==> src/rtl/dsp_chain_feeder.sv <==
// dsp_chain_feeder: skews jobs into the 4-tap DSP chain and collects results against FIFO credits.
// Optional macro DSP_FEEDER_TAG_EN carries a per-job tag alongside each result.
module dsp_chain_feeder #(
  parameter int unsigned FIFO_DEPTH = 8,
  parameter int unsigned LATENCY    = 7,
`ifdef DSP_FEEDER_TAG_EN
  parameter int unsigned TAG_W      = 4,
`endif
  localparam int unsigned D_W       = 16,
  localparam int unsigned P_W       = 32
) (
  input  logic                  clk,
  input  logic                  rst,
  input  logic                  in_valid,
  output logic                  in_ready,
  input  logic signed [D_W-1:0] in_a,
  input  logic signed [D_W-1:0] in_b0,
  input  logic signed [D_W-1:0] in_b1,
  input  logic signed [D_W-1:0] in_b2,
  input  logic signed [D_W-1:0] in_b3,
`ifdef DSP_FEEDER_TAG_EN
  input  logic [TAG_W-1:0]      in_tag,
`endif
  output logic signed [D_W-1:0] a_out,
  output logic signed [D_W-1:0] b0_out,
  output logic signed [D_W-1:0] b1_out,
  output logic signed [D_W-1:0] b2_out,
  output logic signed [D_W-1:0] b3_out,
  input  logic signed [P_W-1:0] p_in,
  output logic                  res_valid,
  input  logic                  res_ready,
`ifdef DSP_FEEDER_TAG_EN
  output logic signed [P_W-1:0] res_data,
  output logic [TAG_W-1:0]      res_tag
`else
  output logic signed [P_W-1:0] res_data
`endif
);

  localparam int unsigned N_TAPS = 4;
  localparam int unsigned PTR_W  = (FIFO_DEPTH > 1) ? $clog2(FIFO_DEPTH) : 1;
  localparam int unsigned CNT_W  = $clog2(FIFO_DEPTH + 1);
  localparam int unsigned SUM_W  = CNT_W + 1;

  logic                  issue;
  logic                  capture;
  logic                  pop;
  logic [CNT_W-1:0]      inflight_q;
  logic [CNT_W-1:0]      count_q;
  logic [PTR_W-1:0]      wr_ptr_q;
  logic [PTR_W-1:0]      rd_ptr_q;
  logic [LATENCY:0]      vld_q;
  logic signed [P_W-1:0] mem_q [FIFO_DEPTH];
  logic signed [D_W-1:0] in_b   [N_TAPS];
  logic signed [D_W-1:0] b_last [N_TAPS];

  function automatic logic [PTR_W-1:0] ptr_inc(input logic [PTR_W-1:0] p);
    return (p == PTR_W'(FIFO_DEPTH - 1)) ? '0 : p + PTR_W'(1);
  endfunction

  // Credits cover both jobs still in the chain and results waiting in the FIFO
  assign in_ready  = (SUM_W'(inflight_q) + SUM_W'(count_q)) < SUM_W'(FIFO_DEPTH);
  assign issue     = in_valid & in_ready;
  assign capture   = vld_q[LATENCY];
  assign res_valid = (count_q != '0);
  assign pop       = res_valid & res_ready;
  assign res_data  = res_valid ? mem_q[rd_ptr_q] : '0;

  assign in_b[0] = in_b0;
  assign in_b[1] = in_b1;
  assign in_b[2] = in_b2;
  assign in_b[3] = in_b3;

  assign b0_out = b_last[0];
  assign b1_out = b_last[1];
  assign b2_out = b_last[2];
  assign b3_out = b_last[3];

  // Sample register; idle cycles drive zero so bubble products vanish
  always_ff @(posedge clk) begin
    if (rst) begin
      a_out <= '0;
    end else begin
      a_out <= issue ? in_a : '0;
    end
  end

  // Lane k reaches the chain k+1 cycles after the sample, matching its tap position
  for (genvar k = 0; k < N_TAPS; k++) begin : g_lane
    logic signed [D_W-1:0] q [k+2];

    always_ff @(posedge clk) begin
      if (rst) begin
        for (int j = 0; j < k + 2; j++) begin
          q[j] <= '0;
        end
      end else begin
        q[0] <= issue ? in_b[k] : '0;
        for (int j = 1; j < k + 2; j++) begin
          q[j] <= q[j-1];
        end
      end
    end

    assign b_last[k] = q[k+1];
  end

  // Bit 0 marks a valid sample on a_out; the top bit marks p_in holding that job's result
  always_ff @(posedge clk) begin
    if (rst) begin
      vld_q <= '0;
    end else begin
      vld_q <= {vld_q[LATENCY-1:0], issue};
    end
  end

  always_ff @(posedge clk) begin
    if (rst) begin
      inflight_q <= '0;
    end else if (issue && !capture) begin
      inflight_q <= inflight_q + CNT_W'(1);
    end else if (!issue && capture) begin
      inflight_q <= inflight_q - CNT_W'(1);
    end
  end

  always_ff @(posedge clk) begin
    if (rst) begin
      wr_ptr_q <= '0;
      rd_ptr_q <= '0;
      count_q  <= '0;
    end else begin
      if (capture) begin
        wr_ptr_q <= ptr_inc(wr_ptr_q);
      end
      if (pop) begin
        rd_ptr_q <= ptr_inc(rd_ptr_q);
      end
      if (capture && !pop) begin
        count_q <= count_q + CNT_W'(1);
      end else if (!capture && pop) begin
        count_q <= count_q - CNT_W'(1);
      end
    end
  end

  // Storage needs no reset: entries are only read while counted valid
  always_ff @(posedge clk) begin
    if (capture) begin
      mem_q[wr_ptr_q] <= p_in;
    end
  end

`ifdef DSP_FEEDER_TAG_EN
  logic [TAG_W-1:0] tag_pipe_q [LATENCY+1];
  logic [TAG_W-1:0] tag_mem_q  [FIFO_DEPTH];

  always_ff @(posedge clk) begin
    if (rst) begin
      for (int j = 0; j <= LATENCY; j++) begin
        tag_pipe_q[j] <= '0;
      end
    end else begin
      tag_pipe_q[0] <= issue ? in_tag : '0;
      for (int j = 1; j <= LATENCY; j++) begin
        tag_pipe_q[j] <= tag_pipe_q[j-1];
      end
    end
  end

  always_ff @(posedge clk) begin
    if (capture) begin
      tag_mem_q[wr_ptr_q] <= tag_pipe_q[LATENCY];
    end
  end

  assign res_tag = res_valid ? tag_mem_q[rd_ptr_q] : '0;
`endif

endmodule

==> config.mk <==
export PLATFORM = sky130hd
export DESIGN_NAME = dsp_chain_feeder
export DESIGN_NICKNAME = d
export VERILOG_FILES = /design/src/rtl/dsp_chain_feeder.sv
export SDC_FILE = /design/constraint.sdc
export NUM_CORES = 1
export LEC_CHECK = 0
export CAP_MARGIN = 30
export CORE_UTILIZATION = 30
export CTS_CLUSTER_DIAMETER = 200
export DETAILED_ROUTE_END_ITERATION = 8
export PLACE_DENSITY = 0.51
export REMOVE_ABC_BUFFERS = 1
export SYNTH_ARGS = -nofsm -noshare
export SYNTH_HDL_FRONTEND = slang
export SYNTH_SLANG_ARGS = --single-unit
==> constraint.sdc <==
create_clock -name clk -period 4.18 [get_ports clk]
set_clock_uncertainty 0.05 [all_clocks]
set_input_delay 0.418 -clock clk [delete_from_list [all_inputs] [get_ports clk]]
set_output_delay 0.418 -clock clk [all_outputs]
set_load 0.01 [all_outputs]
==> impl_metrics.yaml <==
finish:
  seqCellArea_um2: 13000
  final_cell_mix: "dfxtp_1 (262), edfxtp_1 (256), clkdlybuf4s50_1 (228), nor2b_1 (169), and2_1 (81)"
  num_antenna_cells: 0
  fin_area_um2: 22400
  nFillCells: 5517
  final_common_cell: "dfxtp_1"
  multiInputGateArea_um2: 4100
  syn_to_final_growth_pct: 26.8
  drive_above_1_share_pct: 14.1
  final_net_count: 1419
global_route:
  antenna_found_initial: 1
  grt_pass1_vias: 9364
  grtUsageMet1_pct: 14.2
  grt_pass1_wl_um: 54700
  gr-total-overflow: 0
  grt_max_degree: 66
  grtUsageMet2_pct: 19.7
  grt_busiest_layer: "met2"
  track_usage_pct: 12.1
  use_met3_pct: 5.61
timing:
  layout_setup_ws_ps: 752
  worst_pin_slew_ps: 900
  hold_viol_final: 0
  min_period_over_period_pct: 82.0
  setup_viol: 0
  fmax_mhz: 292
  slew_viol_final: 0
  setup_tns_ps: 0
  fin_crit_ps: 3430
  hold-worst-slack_ps: 178
  slew_headroom_pct: 39.9
  rsz0062_at_grt: "false"
power_and_ir_drop:
  ir_drop_mv: 0.306
  power.density_nw_per_um2: 576
  leakage_nw: 7.65
min_path:
  whs_path_depth: 2
  min_path_type: "in -> reg"
  hp-start: "rst"
  holdPathEnd: "g_lane[2].q[3][15]$_SDFF_PP0_"
place:
  pre_cts_slack_ps: 1040
  dpl_cell_area_um2: 20500
  gp_congestion: 0.690
  dp_hpwl_um: 20900
  numPortBuffers: 229
worst_setup_path:
  required_ps: 3710
  crit_family: "buffers and inverters"
  end_kind: "primary output"
  cp_cell_sequence: "buf_12 > mux4_2 > mux2i_1 > nor2_1 > clkdlybuf4s50_1"
  timing.rr.end: "inflight_q[3]$_SDFFE_PP0P_"
  critPathKind: "reg -> out"
  crit_fanout: 31
  rr_startpoint: "count_q[1]$_SDFFE_PP0P_"
  startpoint_type: "flip-flop"
  arrival_ps: 2960
  reg2regPathDepth: 11
  regToRegSetupSlack_ps: 1050
  critPathMaxStageDelay_ps: 700
  critPathBufInv: 2
  crit_slowest_cell: "dfxtp_4"
route:
  wl_per_cell_um: 17.0
  drt_wl_total_um: 35700
  vias: 8801
  dr.pass1.iters: 4
  vias_per_cell: 4.20
  first_iter_violations: 306
  post-route-drc-count: 0
  ant_nets: 0
floorplanning:
  io_pins: 230
  coreArea_um2: 57900
  dieArea_um2: 59700
  rows: 88
  die_w_um: 244
  dieHeight_um: 244
  start_util_pct: 30.4
clocking:
  cts_buffers: 55
  cts.sinks: 521
  cts_resized: 0
  cts_tree: "built"
  clk_latency_ps: 590
  post_cts_buffers: 0
  cts_root_buffer: "clkbuf_16"
  hold_buffers: 0
  htreeDepth: 2
  clkTransAtPathRegs_ps: 60
  clock_path_buffers: 3
synthesis:
  yosys.area.top_type_share_pct: 43.6
  yosysSeqAreaShare_pct: 73.7
  synthCells: 1083
  synth.yosys.warnings: 0
  synth_area_leaders: "edfxtp_1 (44%), dfxtp_1 (30%), mux4_2 (8.2%)"
  syn_area_per_cell_um2: 16.3
  ys_seq_elements: 521
  ys_types: 31
  yosysTopAreaCell: "edfxtp_1"
  synthesis.area_um2: 17600
flow_run:
  maxCapViolCount: 0
status:
  status: "completed"
==> per-stage QoR <==
stage | instances | utilization [%] | power [mW]
after floorplan | 983 | - | 7.11
after global placement | 1996 | 35.5 | 8.14
after detailed placement | 1996 | 35.5 | 8.16
after CTS | 2095 | 38.6 | 13.1
after global routing | 2095 | 38.6 | 13.5
final | 2095 | 38.6 | 12.9
==> routing by layer <==
layer	vias to the layer above	wire, um
met2	251	16500
met4	2	692
li1	4154	-
met1	4342	15000
met3	52	3450
met5	-	13
==> power breakdown <==
part	switching (mW)	internal [mW]
Clock	1.99	2.90
Combinational	0.946	1.24
Sequential	0.188	5.61
Total	3.12	9.74
==> synthesized netlist by cell type (all sizes together) <==
cell type and number:
a2111oi 1, a211oi 2, a21oi 8, a31o 1
a31oi 2, and2 81, and3b 1, buf 60
clkbuf 40, dfxtp 265, edfxtp 256, fa 2
ha 13, inv 4, mux2 2, mux2i 36
mux4 64, nand2 6, nand2b 3, nand3 2
nand4b 1, nor2 55, nor2b 169, nor3 3
nor4 1, or3 1, xnor2 2, xor2 2
==> cell families (layout without fill, tap and decap cells) <==
logic type | count (synthesis) | after routing | share of synthesized area [%]
xor+xnor | 4 | 4 | 0.199
buf+inv | 104 | 351 | 3.38
mux | 102 | 102 | 10.3
simple gates | 323 | 323 | 10.6
fa+ha+maj | 15 | 15 | 1.15
compound gates | 14 | 14 | 0.589
flops | 521 | 521 | 73.7
==> area by class of cell <==
type	count	share of cell area [%]
Clock inverter	28	1.43
Tap cell	765	4.28
Clock buffer	71	6.70
Sequential cell	521	58.2
Multi-Input combinational cell	458	18.4
Timing Repair Buffer	248	11.0
Inverter	4	0.0672
==> how the worst max path moves through the flow <==
stage / end / depth (start not counted) / slack (ps)
floorplan: res_data[0] / 3 / 110
global placement: inflight_q[3]$_SDFFE_PP0P_ / 11 / 1130
detailed placement: inflight_q[3]$_SDFFE_PP0P_ / 11 / 1040
CTS: res_data[15] / 5 / 580
global route: res_data[15] / 5 / 470
finish: res_data[15] / 5 / 750
==> flip-flops by register name, indices dropped and copies added (netlist names), named ones only <==
name and flops:
mem_q 256, rd_ptr_q 3, a_out 16, g_lane.q 224
count_q 4, wr_ptr_q 3, inflight_q 4, vld_q 8
==> worst register-to-register path, stage by stage, from the launching register on <==
cell and delay, ps:
dfxtp_1 480, ha_1 290, a31o_2 260, a2111oi_4 380, and2_1 180, ha_1 150, inv_1 90, ha_1 330
a21oi_1 190, a211oi_1 100, a31oi_1 180, mux2_2 350
Power figures use the tool's default switching activity.
==> RTL edit 1 (config.mk and constraints unchanged) <==
`P_W`: 32 -> 64.
--- a/src/rtl/dsp_chain_feeder.sv
+++ b/src/rtl/dsp_chain_feeder.sv
@@ -7,7 +7,7 @@
   parameter int unsigned TAG_W      = 4,
 `endif
   localparam int unsigned D_W       = 16,
-  localparam int unsigned P_W       = 32
+  localparam int unsigned P_W       = 64
 ) (
   input  logic                  clk,
   input  logic                  rst,
Interface: changed (resized p_in and res_data); port bits go from 230 to 294. No check against the original RTL was run, so the function may have changed too.
==> RTL edit 1 against the original RTL <==
  * Die area grew 54%
  * Synthesized area up 55%
  * Sequential cell count is 256 higher
  * First-iteration DRC count rose by 81%
  * Final area grew 53%
  * Sequential share of layout area is 2.2 points higher
  * Synthesized cell count up 37%
  * Sequential power is 48% higher
  * Wire length grew 65%
  * Total power is 55% higher
  * Non-clock buffer count rose by 72
  * Worst setup slack got worse by 0.053 ns
  * Critical path type unchanged
  * Largest power group unchanged
==> RTL edit 1: results (changes against the original RTL) <==
[run_status]
status=completed  ; unchanged

[sta]
max_slew_margin=0.394  ; was 0.399

[synth]
synth_flop_cell=edfxtp_1  ; was dfxtp_1
synth_edf_count=512  ; was 256
ys_top_cells_by_area=edfxtp_1 (56%), dfxtp_1 (19%), mux4_2 (11%)  ; was edfxtp_1 (44%), dfxtp_1 (30%), mux4_2 (8.2%)
ys_seq_area_frac=0.758  ; was 0.737

[drt]
drt_iter0_drc=553  ; was 306
vias=13198  ; was 8801
drt_wl_total_um=58900  ; was 35700 um

[global_routing]
grt_pass1_vias=14236  ; was 9364
antenna_found_initial=7  ; was 1
grt_pass1_wl_um=88500  ; was 54700 um
grt_usage=0.130  ; was 0.121

[power]
p_int_mw=15.0  ; was 9.74 mW
p_leak_nw=11.2  ; was 7.65 nW
ir_worst_vdd_uv=324  ; was 306 uV

[clock_network]
h-tree-depth=3  ; was 2
clk_latency_ns=0.63  ; was 0.59 ns

[layout]
nNetsFinal=1938  ; was 1419
multi_input_area_um2=5980  ; was 4100 um2
drive_gt1_frac=0.163  ; was 0.141
fillers=8266  ; was 5517

[critical_path]
slowest_delay_ns=0.60  ; was 0.70 ns
worstPathMaxFanout=17  ; was 31

[placement]
placed_area_um2=31400  ; was 20500 um2
gp_congestion=0.690  ; about the same
port_buffers=293  ; was 229
dpl.hpwl_um=33300  ; was 20900 um

RTL edit 1: changes by cell type in the layout (fill, tap and decap cells not counted), sizes merged, moves of 2 or more:
cell,delta
edfxtp,+256
clkdlybuf4s50,+64
inv,+2
mux4,+64
clkbuf,+43
mux2i,+31
clkinvlp,-2
clkinv,+14
nor2,+31
buf,+8
RTL edit 1: critical path: cells and delay by family (launching register included):
kind          cells  cell delay (ns)
simple gates      1             0.08
buf+inv           2             0.89
flops             1             0.60
mux               2             0.79
RTL edit 1: path summary, 6_finish.rpt:
| path | from | endpoint | slack (ns) |
|---|---|---|---|
| worst max-delay path | register | res_data[43] | 0.70 |
| worst min register to register | g_lane[2].q[0][2] | g_lane[2].q[1][2] | 0.38 |
| worst max register to register | count_q[1] | inflight_q[3] | 1.11 |
| worst min-delay path | rst | g_lane[0].q[0][17] | 0.06 |
RTL edit 1: logic make-up after synthesis:
logic type / after synthesis / share of synthesized area
adder cells (fa/ha/maj): 15 / 0.00743
XOR/XNOR: 4 / 0.00128
flip-flops: 777 / 0.758
buffers and inverters: 125 / 0.0250
AND/OR/NAND/NOR: 356 / 0.0730
AO/OA/AOI/OAI: 15 / 0.00399
multiplexers: 197 / 0.131
RTL edit 1: final cells by class:
cell class              count  share of cell area
well taps                1176              0.0429
flip-flops and latches    777               0.603
repair buffers            320              0.0966
inverters                   4            0.000438
clock inverters            42              0.0127
clock buffers             114              0.0699
diodes                      1           0.0000729
multi-input cells         587               0.174
RTL edit 1: power groups by stage:
| stage | Clock [mW] | Combinational, mW | Sequential, mW |
|---|---|---|---|
| 3_5_place_dp | 0 | 3.99 | 8.78 |
| 4_1_cts | 7.76 | 4.00 | 8.62 |
| 2_1_floorplan | 0 | 1.52 | 8.86 |
| 6_report | 7.47 | 3.86 | 8.61 |
| 3_3_place_gp | 0 | 3.96 | 8.78 |
| 5_1_grt | 8.05 | 4.22 | 8.65 |
RTL edit 1: metal layers:
metal,track usage,vias to the layer above,part of all wire
li1,-,6051,-
met1,0.156,6674,0.41
met2,0.214,368,0.48
met3,0.0519,93,0.090
met4,0.0407,12,0.020
met5,0,-,0.0014
RTL edit 1: stage by stage:
step	setup WS, ns	std cells	TNS, ns
global placement	1.07	2862	0
floorplan	-3.44	1368	-356.63
CTS	0.543	3019	0
detailed placement	1.11	2863	0
finish	0.699	3021	0
global route	0.413	3020	0
==> RTL edit 2 (same flow settings) <==
Made on the original files. Build with the macro `DSP_FEEDER_TAG_EN` defined.
--- a/src/rtl/dsp_chain_feeder.sv
+++ b/src/rtl/dsp_chain_feeder.sv
@@ -1,5 +1,7 @@
 // dsp_chain_feeder: skews jobs into the 4-tap DSP chain and collects results against FIFO credits.
 // Optional macro DSP_FEEDER_TAG_EN carries a per-job tag alongside each result.
+`define DSP_FEEDER_TAG_EN
+
 module dsp_chain_feeder #(
   parameter int unsigned FIFO_DEPTH = 8,
   parameter int unsigned LATENCY    = 7,
Interface: changed (added in_tag and res_tag); port bits go from 230 to 238. The function was not compared with the original's and may differ.
==> RTL edit 2 against the original RTL <==
  * Fmax decreased by 1.3%
  * Sequential share of layout area increased by 0.47 points
  * Global-route usage decreased by 0.17 points
  * Sequential cell count increased by 64
  * Total power increased by 13%
  * Non-clock buffer count increased by 6
  * Clock power increased by 16%
  * Via count increased by 10%
  * Worst setup slack got worse by 0.047 ns
  * Wire length increased by 9.2%
  * Final area increased by 11%
  * Combinational power increased by 13%
  * Synthesized area increased by 12%
  * Cell count increased by 10%
  * Critical path type unchanged
  * Largest cell class unchanged
  * Highest routed layer unchanged
==> RTL edit 2: results (changes against the original RTL) <==
[drt]
dr.pass1.iters=4  ; unchanged
drc_errors=0  ; unchanged
vias=9706  ; was 8801
drt_iter0_drc=440  ; was 306
viasPerCell=4.20  ; about the same
drt_wl_total_um=39000  ; was 35700 um

[synth]
yosysTopAreaCell=edfxtp_1  ; unchanged
avgSynthCellArea_um2=16.5  ; was 16.3 um2
async_reset_ff_frac=0  ; unchanged
ys_seq_area_frac=0.740  ; was 0.737
synthTopCellsByCount=dfxtp_1 (297), edfxtp_1 (288), nor2b_1 (197), and2_1 (85), mux4_2 (72)  ; was dfxtp_1 (265), edfxtp_1 (256), nor2b_1 (169), and2_1 (81), mux4_2 (64)
synth_flop_cell=dfxtp_1  ; unchanged
synth_edf_count=288  ; was 256
yosysWarningCount=0  ; unchanged
ys_types=32  ; was 31
ys_top_cells_by_area=edfxtp_1 (44%), dfxtp_1 (30%), mux4_2 (8.2%)  ; unchanged

[clock_network]
clk_pin_slew_ns=0.06  ; about the same
cts-root-buf=clkbuf_16  ; unchanged
clk_latency_ns=0.58
cts_setup_buffers=0  ; unchanged
cts_buffers=66  ; was 55
cts_resized=0  ; unchanged
h-tree-depth=3  ; was 2
clockBufferDepth=3  ; unchanged

[power]
ir_worst_vdd_uv=306  ; about the same
p_leak_nw=8.51  ; was 7.65 nW

[layout]
top_regs=mem_q x256, g_lane.q x224  ; was mem_q x256, g_lane.q x224, a_out x16
nNetsFinal=1550  ; was 1419
drive_gt1_frac=0.137  ; was 0.141
diodes=0  ; unchanged

[global_routing]
grt_max_degree=153  ; was 66
grt_pass1_vias=10335  ; was 9364
grt_pass1_wl_um=60500  ; was 54700 um
grt_usage=0.119  ; was 0.121
antenna_found_initial=3  ; was 1

[sta]
worst_pin_slew_ns=0.898  ; was 0.900 ns

[min_path]
hold_path.class=in -> reg  ; unchanged

[placement]
dpl.cell_count=2202  ; was 1996
placed_area_um2=22800  ; was 20500 um2
gp_congestion=0.680  ; was 0.690
pre_cts_ws_ns=1.07  ; was 1.04 ns
dpl.hpwl_um=22100  ; was 20900 um
port_buffers=237  ; was 229

[run_status]
status=completed  ; unchanged

[critical_path]
worstPathMaxFanout=28  ; was 31
arrival_ns=3.01  ; was 2.96 ns

[RTL edit 2: path summary, 6_finish.rpt]
kind,from,to,slack (ns),cells after the start
min,rst,g_lane[1].q[0][20],0.20,2
min reg2reg,tag_pipe_q[0][7],tag_pipe_q[0][11],0.37,1
max,register,res_tag[0],0.71,5
max reg2reg,count_q[1],inflight_q[3],1.08,11
[RTL edit 2: critical path, cell delays in order (launching register included)]
cell	delay, ns
dfxtp_4	0.72
buf_12	0.32
mux4_2	0.54
mux2i_1	0.24
nor2_1	0.07
clkdlybuf4s50_1	0.50
[RTL edit 2: kinds of logic (layout without fill, tap and decap cells)]
logic type,after synthesis,count (layout),synth area share
simple gates,357,357,0.106
flops,585,585,0.740
buf+inv,109,368,0.0327
compound gates,13,13,0.00501
mux,115,115,0.104
fa+ha+maj,15,15,0.0103
xor+xnor,4,4,0.00178
[RTL edit 2: layer usage]
layer | up-vias | global-route usage | share of wire
met5 | - | 0 | 0.00069
met4 | 4 | 0.0421 | 0.021
met3 | 66 | 0.0524 | 0.10
met2 | 302 | 0.189 | 0.46
met1 | 4752 | 0.143 | 0.42
li1 | 4582 | - | -
[RTL edit 2: power breakdown]
part           total (mW)  switching, mW  internal (mW)
Combinational        2.46           1.08           1.38
Clock                5.66           2.20           3.46
Sequential           6.46          0.182           6.28
Total                14.6           3.46           11.1
[RTL edit 2: layout make-up]
type,instances,area (um2)
Fill cell,6096,39800
Sequential cell,585,14600
Multi-Input combinational cell,504,4540
Timing Repair Buffer,254,2560
Clock buffer,86,1840
Tap cell,855,1070
Clock inverter,24,279
Inverter,4,15.0
